$ cat src/rtl/video_timing_pattern_pkg.sv
// Shared definitions for the video timing / test-pattern generator:
// pattern encodings, the colour-bar table and small arithmetic helpers.
package video_timing_pattern_pkg;

    localparam int X_W = 12;
    localparam int Y_W = 11;

    typedef enum logic [1:0] {
        PAT_BARS     = 2'd0,
        PAT_CHECKER  = 2'd1,
        PAT_GRADIENT = 2'd2,
        PAT_BOX      = 2'd3
    } pattern_e;

    // {red, green, blue} on/off per bar, left to right:
    // white, yellow, cyan, green, magenta, red, blue, black
    localparam logic [2:0] BAR_TABLE [8] = '{
        3'b111, 3'b110, 3'b011, 3'b010, 3'b101, 3'b100, 3'b001, 3'b000
    };

    function automatic logic [2:0] bar_index(input logic [31:0] col, input logic [31:0] width);
        return 3'((col * 32'd8) / width);
    endfunction

endpackage

$ cat src/rtl/video_timing_gen.sv
// Raster counters plus registered sync / data-enable / position outputs.
// Counter values are also exposed unregistered so pixel logic can align to them.
module video_timing_gen
    import video_timing_pattern_pkg::*;
#(
    parameter int H_ACTIVE  = 640,
    parameter int H_FP      = 16,
    parameter int H_SYNC    = 96,
    parameter int H_BP      = 48,
    parameter int V_ACTIVE  = 480,
    parameter int V_FP      = 10,
    parameter int V_SYNC    = 2,
    parameter int V_BP      = 33,
    parameter bit HSYNC_POL = 1'b0,
    parameter bit VSYNC_POL = 1'b0
) (
    input  logic           clk_i,
    input  logic           rst_ni,
    output logic [X_W-1:0] h_o,
    output logic [Y_W-1:0] v_o,
    output logic           active_o,
    output logic           frame_end_o,
    output logic           hsync_o,
    output logic           vsync_o,
    output logic           de_o,
    output logic           frame_start_o,
    output logic [X_W-1:0] x_o,
    output logic [Y_W-1:0] y_o
);
    localparam int H_TOTAL = H_ACTIVE + H_FP + H_SYNC + H_BP;
    localparam int V_TOTAL = V_ACTIVE + V_FP + V_SYNC + V_BP;

    logic [X_W-1:0] h_q, h_d, x_q;
    logic [Y_W-1:0] v_q, v_d, y_q;
    logic           hsync_q, vsync_q, de_q, frame_start_q;
    logic           active, h_sync_on, v_sync_on;

    always_comb begin
        h_d = h_q + X_W'(1);
        v_d = v_q;
        if (h_q == X_W'(H_TOTAL - 1)) begin
            h_d = '0;
            v_d = (v_q == Y_W'(V_TOTAL - 1)) ? '0 : v_q + Y_W'(1);
        end
    end

    assign active    = (h_q < X_W'(H_ACTIVE)) && (v_q < Y_W'(V_ACTIVE));
    assign h_sync_on = (h_q >= X_W'(H_ACTIVE + H_FP)) && (h_q < X_W'(H_ACTIVE + H_FP + H_SYNC));
    // vsync spans whole lines, independent of h
    assign v_sync_on = (v_q >= Y_W'(V_ACTIVE + V_FP)) && (v_q < Y_W'(V_ACTIVE + V_FP + V_SYNC));

    always_ff @(posedge clk_i) begin
        if (!rst_ni) begin
            h_q           <= '0;
            v_q           <= '0;
            x_q           <= '0;
            y_q           <= '0;
            de_q          <= 1'b0;
            frame_start_q <= 1'b0;
            hsync_q       <= ~HSYNC_POL;
            vsync_q       <= ~VSYNC_POL;
        end else begin
            h_q           <= h_d;
            v_q           <= v_d;
            x_q           <= active ? h_q : '0;
            y_q           <= active ? v_q : '0;
            de_q          <= active;
            frame_start_q <= (h_q == '0) && (v_q == '0);
            hsync_q       <= h_sync_on ? HSYNC_POL : ~HSYNC_POL;
            vsync_q       <= v_sync_on ? VSYNC_POL : ~VSYNC_POL;
        end
    end

    assign h_o           = h_q;
    assign v_o           = v_q;
    assign active_o      = active;
    assign frame_end_o   = (h_q == X_W'(H_TOTAL - 1)) && (v_q == Y_W'(V_TOTAL - 1));
    assign hsync_o       = hsync_q;
    assign vsync_o       = vsync_q;
    assign de_o          = de_q;
    assign frame_start_o = frame_start_q;
    assign x_o           = x_q;
    assign y_o           = y_q;

endmodule

$ cat src/rtl/video_timing_pattern.sv
// Test-pattern generator: colour bars, checkerboard, gradient and a bouncing
// box, with a button that advances the pattern only at frame boundaries.
module video_timing_pattern
    import video_timing_pattern_pkg::*;
#(
    parameter int H_ACTIVE   = 640,
    parameter int H_FP       = 16,
    parameter int H_SYNC     = 96,
    parameter int H_BP       = 48,
    parameter int V_ACTIVE   = 480,
    parameter int V_FP       = 10,
    parameter int V_SYNC     = 2,
    parameter int V_BP       = 33,
    parameter bit HSYNC_POL  = 1'b0,
    parameter bit VSYNC_POL  = 1'b0,
    parameter int COLOR_BITS = 8,
    parameter int BOX_SIZE   = 32,
    parameter int BOX_STEP   = 2
) (
    input  logic                  pixclk,
    input  logic                  rstn,
    input  logic                  pattern_step,
    output logic [COLOR_BITS-1:0] red,
    output logic [COLOR_BITS-1:0] green,
    output logic [COLOR_BITS-1:0] blue,
    output logic                  hsync,
    output logic                  vsync,
    output logic                  de,
    output logic                  frame_start,
    output logic [X_W-1:0]        x,
    output logic [Y_W-1:0]        y,
    output logic [1:0]            pattern
);
    localparam int                    BX_MAX = H_ACTIVE - BOX_SIZE;
    localparam int                    BY_MAX = V_ACTIVE - BOX_SIZE;
    localparam logic [COLOR_BITS-1:0] FULL   = '1;

    logic [X_W-1:0]        h, bx_q, bx_d;
    logic [Y_W-1:0]        v, by_q, by_d;
    logic                  active, frame_end;
    logic                  step_s1_q, step_s2_q, step_s3_q, step_rise, pending_q;
    logic                  bx_dn_q, bx_dn_d, by_dn_q, by_dn_d, in_box;
    pattern_e              pat_q;
    logic [1:0]            pattern_q;
    logic [2:0]            bar_rgb;
    logic [COLOR_BITS-1:0] red_d, green_d, blue_d, red_q, green_q, blue_q;

    video_timing_gen #(
        .H_ACTIVE(H_ACTIVE), .H_FP(H_FP), .H_SYNC(H_SYNC), .H_BP(H_BP),
        .V_ACTIVE(V_ACTIVE), .V_FP(V_FP), .V_SYNC(V_SYNC), .V_BP(V_BP),
        .HSYNC_POL(HSYNC_POL), .VSYNC_POL(VSYNC_POL)
    ) u_timing (
        .clk_i(pixclk), .rst_ni(rstn), .h_o(h), .v_o(v), .active_o(active),
        .frame_end_o(frame_end), .hsync_o(hsync), .vsync_o(vsync), .de_o(de),
        .frame_start_o(frame_start), .x_o(x), .y_o(y)
    );

    assign step_rise = step_s2_q & ~step_s3_q;

    // Box bounces: clamp to the edge and reverse when the next step would reach it
    always_comb begin
        bx_d = bx_q + X_W'(BOX_STEP);
        bx_dn_d = bx_dn_q;
        if (!bx_dn_q) begin
            if (32'(bx_q) + 32'(BOX_STEP) >= 32'(BX_MAX)) begin
                bx_d = X_W'(BX_MAX);
                bx_dn_d = 1'b1;
            end
        end else if (32'(bx_q) <= 32'(BOX_STEP)) begin
            bx_d = '0;
            bx_dn_d = 1'b0;
        end else begin
            bx_d = bx_q - X_W'(BOX_STEP);
        end

        by_d = by_q + Y_W'(BOX_STEP);
        by_dn_d = by_dn_q;
        if (!by_dn_q) begin
            if (32'(by_q) + 32'(BOX_STEP) >= 32'(BY_MAX)) begin
                by_d = Y_W'(BY_MAX);
                by_dn_d = 1'b1;
            end
        end else if (32'(by_q) <= 32'(BOX_STEP)) begin
            by_d = '0;
            by_dn_d = 1'b0;
        end else begin
            by_d = by_q - Y_W'(BOX_STEP);
        end
    end

    always_comb begin
        red_d   = '0;
        green_d = '0;
        blue_d  = '0;
        bar_rgb = BAR_TABLE[bar_index(32'(h), 32'(H_ACTIVE))];
        in_box  = (32'(h) >= 32'(bx_q)) && (32'(h) < 32'(bx_q) + 32'(BOX_SIZE)) &&
                  (32'(v) >= 32'(by_q)) && (32'(v) < 32'(by_q) + 32'(BOX_SIZE));
        if (active) begin
            unique case (pat_q)
                PAT_BARS: begin
                    red_d   = bar_rgb[2] ? FULL : '0;
                    green_d = bar_rgb[1] ? FULL : '0;
                    blue_d  = bar_rgb[0] ? FULL : '0;
                end
                PAT_CHECKER: begin
                    if (h[5] ^ v[5]) begin
                        red_d   = FULL;
                        green_d = FULL;
                        blue_d  = FULL;
                    end
                end
                PAT_GRADIENT: begin
                    red_d   = COLOR_BITS'(h);
                    green_d = COLOR_BITS'(v);
                    blue_d  = COLOR_BITS'(h + X_W'(v));
                end
                PAT_BOX: begin
                    blue_d = FULL;
                    if (in_box) begin
                        red_d   = FULL;
                        green_d = FULL;
                    end
                end
            endcase
        end
    end

    always_ff @(posedge pixclk) begin
        if (!rstn) begin
            step_s1_q <= 1'b0;
            step_s2_q <= 1'b0;
            step_s3_q <= 1'b0;
            pending_q <= 1'b0;
            pat_q     <= PAT_BARS;
            pattern_q <= 2'd0;
            bx_q      <= '0;
            by_q      <= '0;
            bx_dn_q   <= 1'b0;
            by_dn_q   <= 1'b0;
            red_q     <= '0;
            green_q   <= '0;
            blue_q    <= '0;
        end else begin
            step_s1_q <= pattern_step;
            step_s2_q <= step_s1_q;
            step_s3_q <= step_s2_q;
            red_q     <= red_d;
            green_q   <= green_d;
            blue_q    <= blue_d;
            pattern_q <= pat_q;
            // An edge seen in the boundary cycle itself stays pending for the next frame
            if (frame_end) begin
                bx_q      <= bx_d;
                by_q      <= by_d;
                bx_dn_q   <= bx_dn_d;
                by_dn_q   <= by_dn_d;
                pending_q <= step_rise;
                if (pending_q) begin
                    pat_q <= pattern_e'(pat_q + 2'd1);
                end
            end else if (step_rise) begin
                pending_q <= 1'b1;
            end
        end
    end

    assign red     = red_q;
    assign green   = green_q;
    assign blue    = blue_q;
    assign pattern = pattern_q;

endmodule

$ cat config.mk
export PLATFORM = sky130hd
export DESIGN_NAME = video_timing_pattern
export DESIGN_NICKNAME = d
export VERILOG_FILES = /design/src/rtl/video_timing_pattern_pkg.sv /design/src/rtl/video_timing_gen.sv /design/src/rtl/video_timing_pattern.sv
export SDC_FILE = /design/constraint.sdc
export NUM_CORES = 1
export LEC_CHECK = 0
export CORE_ASPECT_RATIO = 0.7
export CORE_MARGIN = 2
export CORE_UTILIZATION = 55
export CTS_BUF_LIST = sky130_fd_sc_hd__clkbuf_4 sky130_fd_sc_hd__clkbuf_8
export DETAILED_ROUTE_END_ITERATION = 10
export GPL_TIMING_DRIVEN = 0
export HOLD_SLACK_MARGIN = 0.08
export PLACE_DENSITY = 0.83
export SLEW_MARGIN = 40
export SYNTH_ARGS = -nofsm -noshare
export SYNTH_HDL_FRONTEND = slang
export SYNTH_SLANG_ARGS = --single-unit
export TNS_END_PERCENT = 20
$ cat constraint.sdc
create_clock -name pixclk -period 3.2 [get_ports pixclk]
set_clock_uncertainty 0.05 [all_clocks]
set_input_delay 0.96 -clock pixclk [delete_from_list [all_inputs] [get_ports pixclk]]
set_output_delay 0.96 -clock pixclk [all_outputs]
set_load 0.01 [all_outputs]
==> flow_summary.json <==
{
  "diodes": 0,
  "hp-class": "flip-flop to flip-flop",
  "ant_nets": 0,
  "critPathArrivalTime_ns": 3.70,
  "crit_path_max_incr_delay_ns": 0.68,
  "fmax_mhz": 292.7,
  "drt_iter0_markers": 896,
  "finalMaxSlewViolations": 0,
  "crit_path_frequent_cell": "nor4b_4",
  "synth_area_mm2": 0.006902,
  "ys.flop_type": "dfxtp_1",
  "yosys.area.top_type": "dfxtp_1",
  "yosys-top-cells-area": "dfxtp_1 (30%), ha_1 (11%), a21oi_1 (5.1%), xnor2_1 (4.2%), nor2_1 (3.9%)",
  "rows": 34,
  "ys_warn_count": 0,
  "criticalPathCategory": "primary input to flip-flop",
  "wl_per_cell_um": 17.24,
  "antenna_found_initial": 0,
  "drive_gt1_share_pct": 12.18,
  "crit_buf_inv": 2,
  "dr.pass1.iters": 7,
  "fillers": 1011,
  "drc_errors": 0,
  "cp.required_ns": 3.48,
  "synth-edff-count": 0,
  "tns_ns": -2.957,
  "critical-path-top-delay-family": "simple AND/OR/NAND/NOR gates",
  "post-route-period-util_pct": 106.7,
  "grt_pass1_wl_um": 30770,
  "cts.root.buffer_cell": "clkbuf_8",
  "grt_pass1_vias": 6067,
  "initial_core_util_pct": 55.94,
  "violations": "negative setup slack",
  "synthCells": 854,
  "clk_latency_ns": 0.39,
  "min_period_ns": 3.416,
  "worstPathCellList": "clkdlybuf4s50_1, clkinvlp_4, or3_1, nor4b_4, nand2_1, a31oi_1, nor4b_4, nand4_4, o21ai_1",
  "htreeDepth": 3,
  "yosys.area.top_type_share_pct": 30.46,
  "die_x_um": 137.9,
  "ir_worst_vdd_mv": 0.2431,
  "area_growth_pct": 19.09,
  "numCtsBuffers": 9,
  "place_congestion": 0.9332,
  "globalRouteOverflowTotal": 0,
  "fin_ws_ns": -0.2160,
  "setup_viol": 33,
  "clk_path_buf_depth": 2,
  "async_flop_share_pct": 0,
  "powerDensity_mw_per_mm2": 283.4,
  "avgSynthCellArea_um2": 8.082,
  "cp_slowest_cell": "clkdlybuf4s50_1",
  "dieArea_mm2": 0.01347,
  "outcome": "finished, violations left",
  "tightest_slew_ns": 0.6678,
  "rsz0062_at_grt": "true",
  "ys_types": 89,
  "vias": 6770,
  "io_buffers": 55,
  "die_h_um": 97.72,
  "grt_max_degree": 20,
  "fin_nets": 1003,
  "total_power_mw": 2.329,
  "vias_per_cell": 6.121,
  "tritoncts": "built",
  "core_area_mm2": 0.01234,
  "yosysSeqAreaShare_pct": 30.46,
  "place_area_mm2": 0.007692,
  "dpl.hpwl_um": 13580,
  "wl_um": 19070,
  "clk_pin_slew_ns": 0.12,
  "crit_path_max_fanout": 8,
  "hold_viol": 0,
  "num_io_pins": 56,
  "leakagePower_nw": 3.108,
  "postLayoutCoreUtil_pct": 66.62,
  "clock-sinks": 105,
  "slew_headroom_pct": 55.48,
  "cp-end-kind": "flip-flop",
  "grt_use_total_pct": 28.40,
  "stdcell_area_mm2": 0.008219,
  "ys_ff_latch": 105,
  "drv_cap": 0,
  "start_kind": "primary input"
}
worst reg2reg max path, delay by kind of cell (launching register included):
| kind | cells | cell delay (ns) |
|---|---|---|
| DFF | 1 | 0.35 |
| buffers and inverters | 4 | 0.43 |
| adders and majority gates | 1 | 0.21 |
| and+or+nand+nor | 6 | 1.29 |
| muxes | 1 | 0.32 |
| AOI/OAI and AO/OA | 4 | 0.64 |
routing by layer:
metal | track usage, % | vias to the layer above | wire length, µm
met4 | 7.378 | 0 | 307
met3 | 4.903 | 33 | 1802
met1 | 43.66 | 3116 | 9019
li1 | - | 3242 | -
met2 | 40.71 | 379 | 7942
met5 | 0 | - | 0
cells in the final DEF (no fill, tap or decap), drive strengths merged, types with 5 or more instances in the layout:
cell type	instances
nand4	15
a31oi	5
xor2	12
and3	8
a21oi	78
dfxtp	105
a21o	7
nor3	24
o21a	9
clkbuf	43
clkdlybuf4s50	55
nand2b	10
and2	24
inv	42
nor2b	8
a2111oi	5
a211oi	8
nor2	72
nand2	70
o211ai	11
ha	60
buf	30
o21ai	62
nor4	10
nand3	37
or3	10
or2	5
xnor2	34
final timing paths:
kind,endpoint,start,slack [ns],cells past startpoint
max,blue[0],rstn,-0.22,9
min,pending_q,step_s3_q,0.38,1
max reg2reg,blue[0],u_timing.h_o[10],-0.13,16
min reg2reg,pending_q,step_s3_q,0.38,1
cells by family after synthesis:
logic type / synth area share [%]
multiplexers: 0.3625
other: 0.05434
AND/OR/NAND/NOR: 23.22
adder cells (fa/ha/maj): 11.33
AO/OA/AOI/OAI: 23.28
flip-flops: 30.46
XOR/XNOR: 5.946
buffers and inverters: 5.348
per-stage QoR:
step	worst slack [ns]	hold WS, ns	std cells
finish	-0.2160	0.3791	1106
global route	-0.2767	0.4197	1106
CTS	-0.07692	0.3839	1102
detailed placement	-0.8158	0.3632	1074
global placement	-0.7480	0.3575	1074
floorplan	0.004390	0.3488	857
state kept, by name (all words and copies together), names as in the netlist, 2 cells and up:
| register | count |
|---|---|
| blue | 8 |
| bx_q | 11 |
| by_q | 10 |
| green | 8 |
| pat_q | 2 |
| pattern | 2 |
| red | 8 |
| u_timing.h_o | 12 |
| u_timing.v_o | 11 |
| u_timing.x_o | 12 |
| u_timing.y_o | 11 |
layout make-up:
| type | instances | area, µm² | area share, % |
|---|---|---|---|
| clock inverters | 6 | 58.81 | 0.7155 |
| repair buffers | 71 | 670.6 | 8.160 |
| flip-flops and latches | 105 | 2113 | 25.71 |
| plain buffers | 47 | 231.5 | 2.816 |
| clock buffers | 10 | 131.4 | 1.598 |
| well taps | 162 | 202.7 | 2.466 |
| multi-input cells | 665 | 4657 | 56.66 |
| inverters | 40 | 153.9 | 1.872 |
cell usage after synthesis, drive strengths merged (3+ instances only):
cell     count
o21ai       62
xnor2       34
dfxtp      105
a21o         7
o2111ai      4
nand2       70
or2          5
nor3        24
nor4        10
nor2b        8
o22ai        4
or3         10
inv         38
nand3       37
a211oi       8
o31a         3
ha          60
and2        24
a211o        3
o21a         9
and3         8
nand4       15
nor4b        3
o31ai        4
a221oi       3
buf         12
a21oi       78
o21bai       3
o211ai      11
o311ai       4
clkbuf      35
a31oi        5
a2111oi      5
nor2        72
a32oi        3
and3b        3
xor2        12
a21boi       3
nand2b      10
report_power, final:
group	switching, mW	total [mW]	internal, mW
Clock	0.525	0.838	0.313
Sequential	0.0160	1.35	1.33
Combinational	0.0714	0.141	0.0699
Total	0.612	2.33	1.72
what timing repair did:
| action | in CTS | in global routing |
|---|---|---|
| pin swaps | 17 | 12 |
| hold buffers | 0 | 0 |
| setup buffers | 12 | 4 |
| gates resized for setup | 35 | 17 |
| endpoints found under the setup margin | 38 | 61 |
Power figures use the tool's default switching activity.
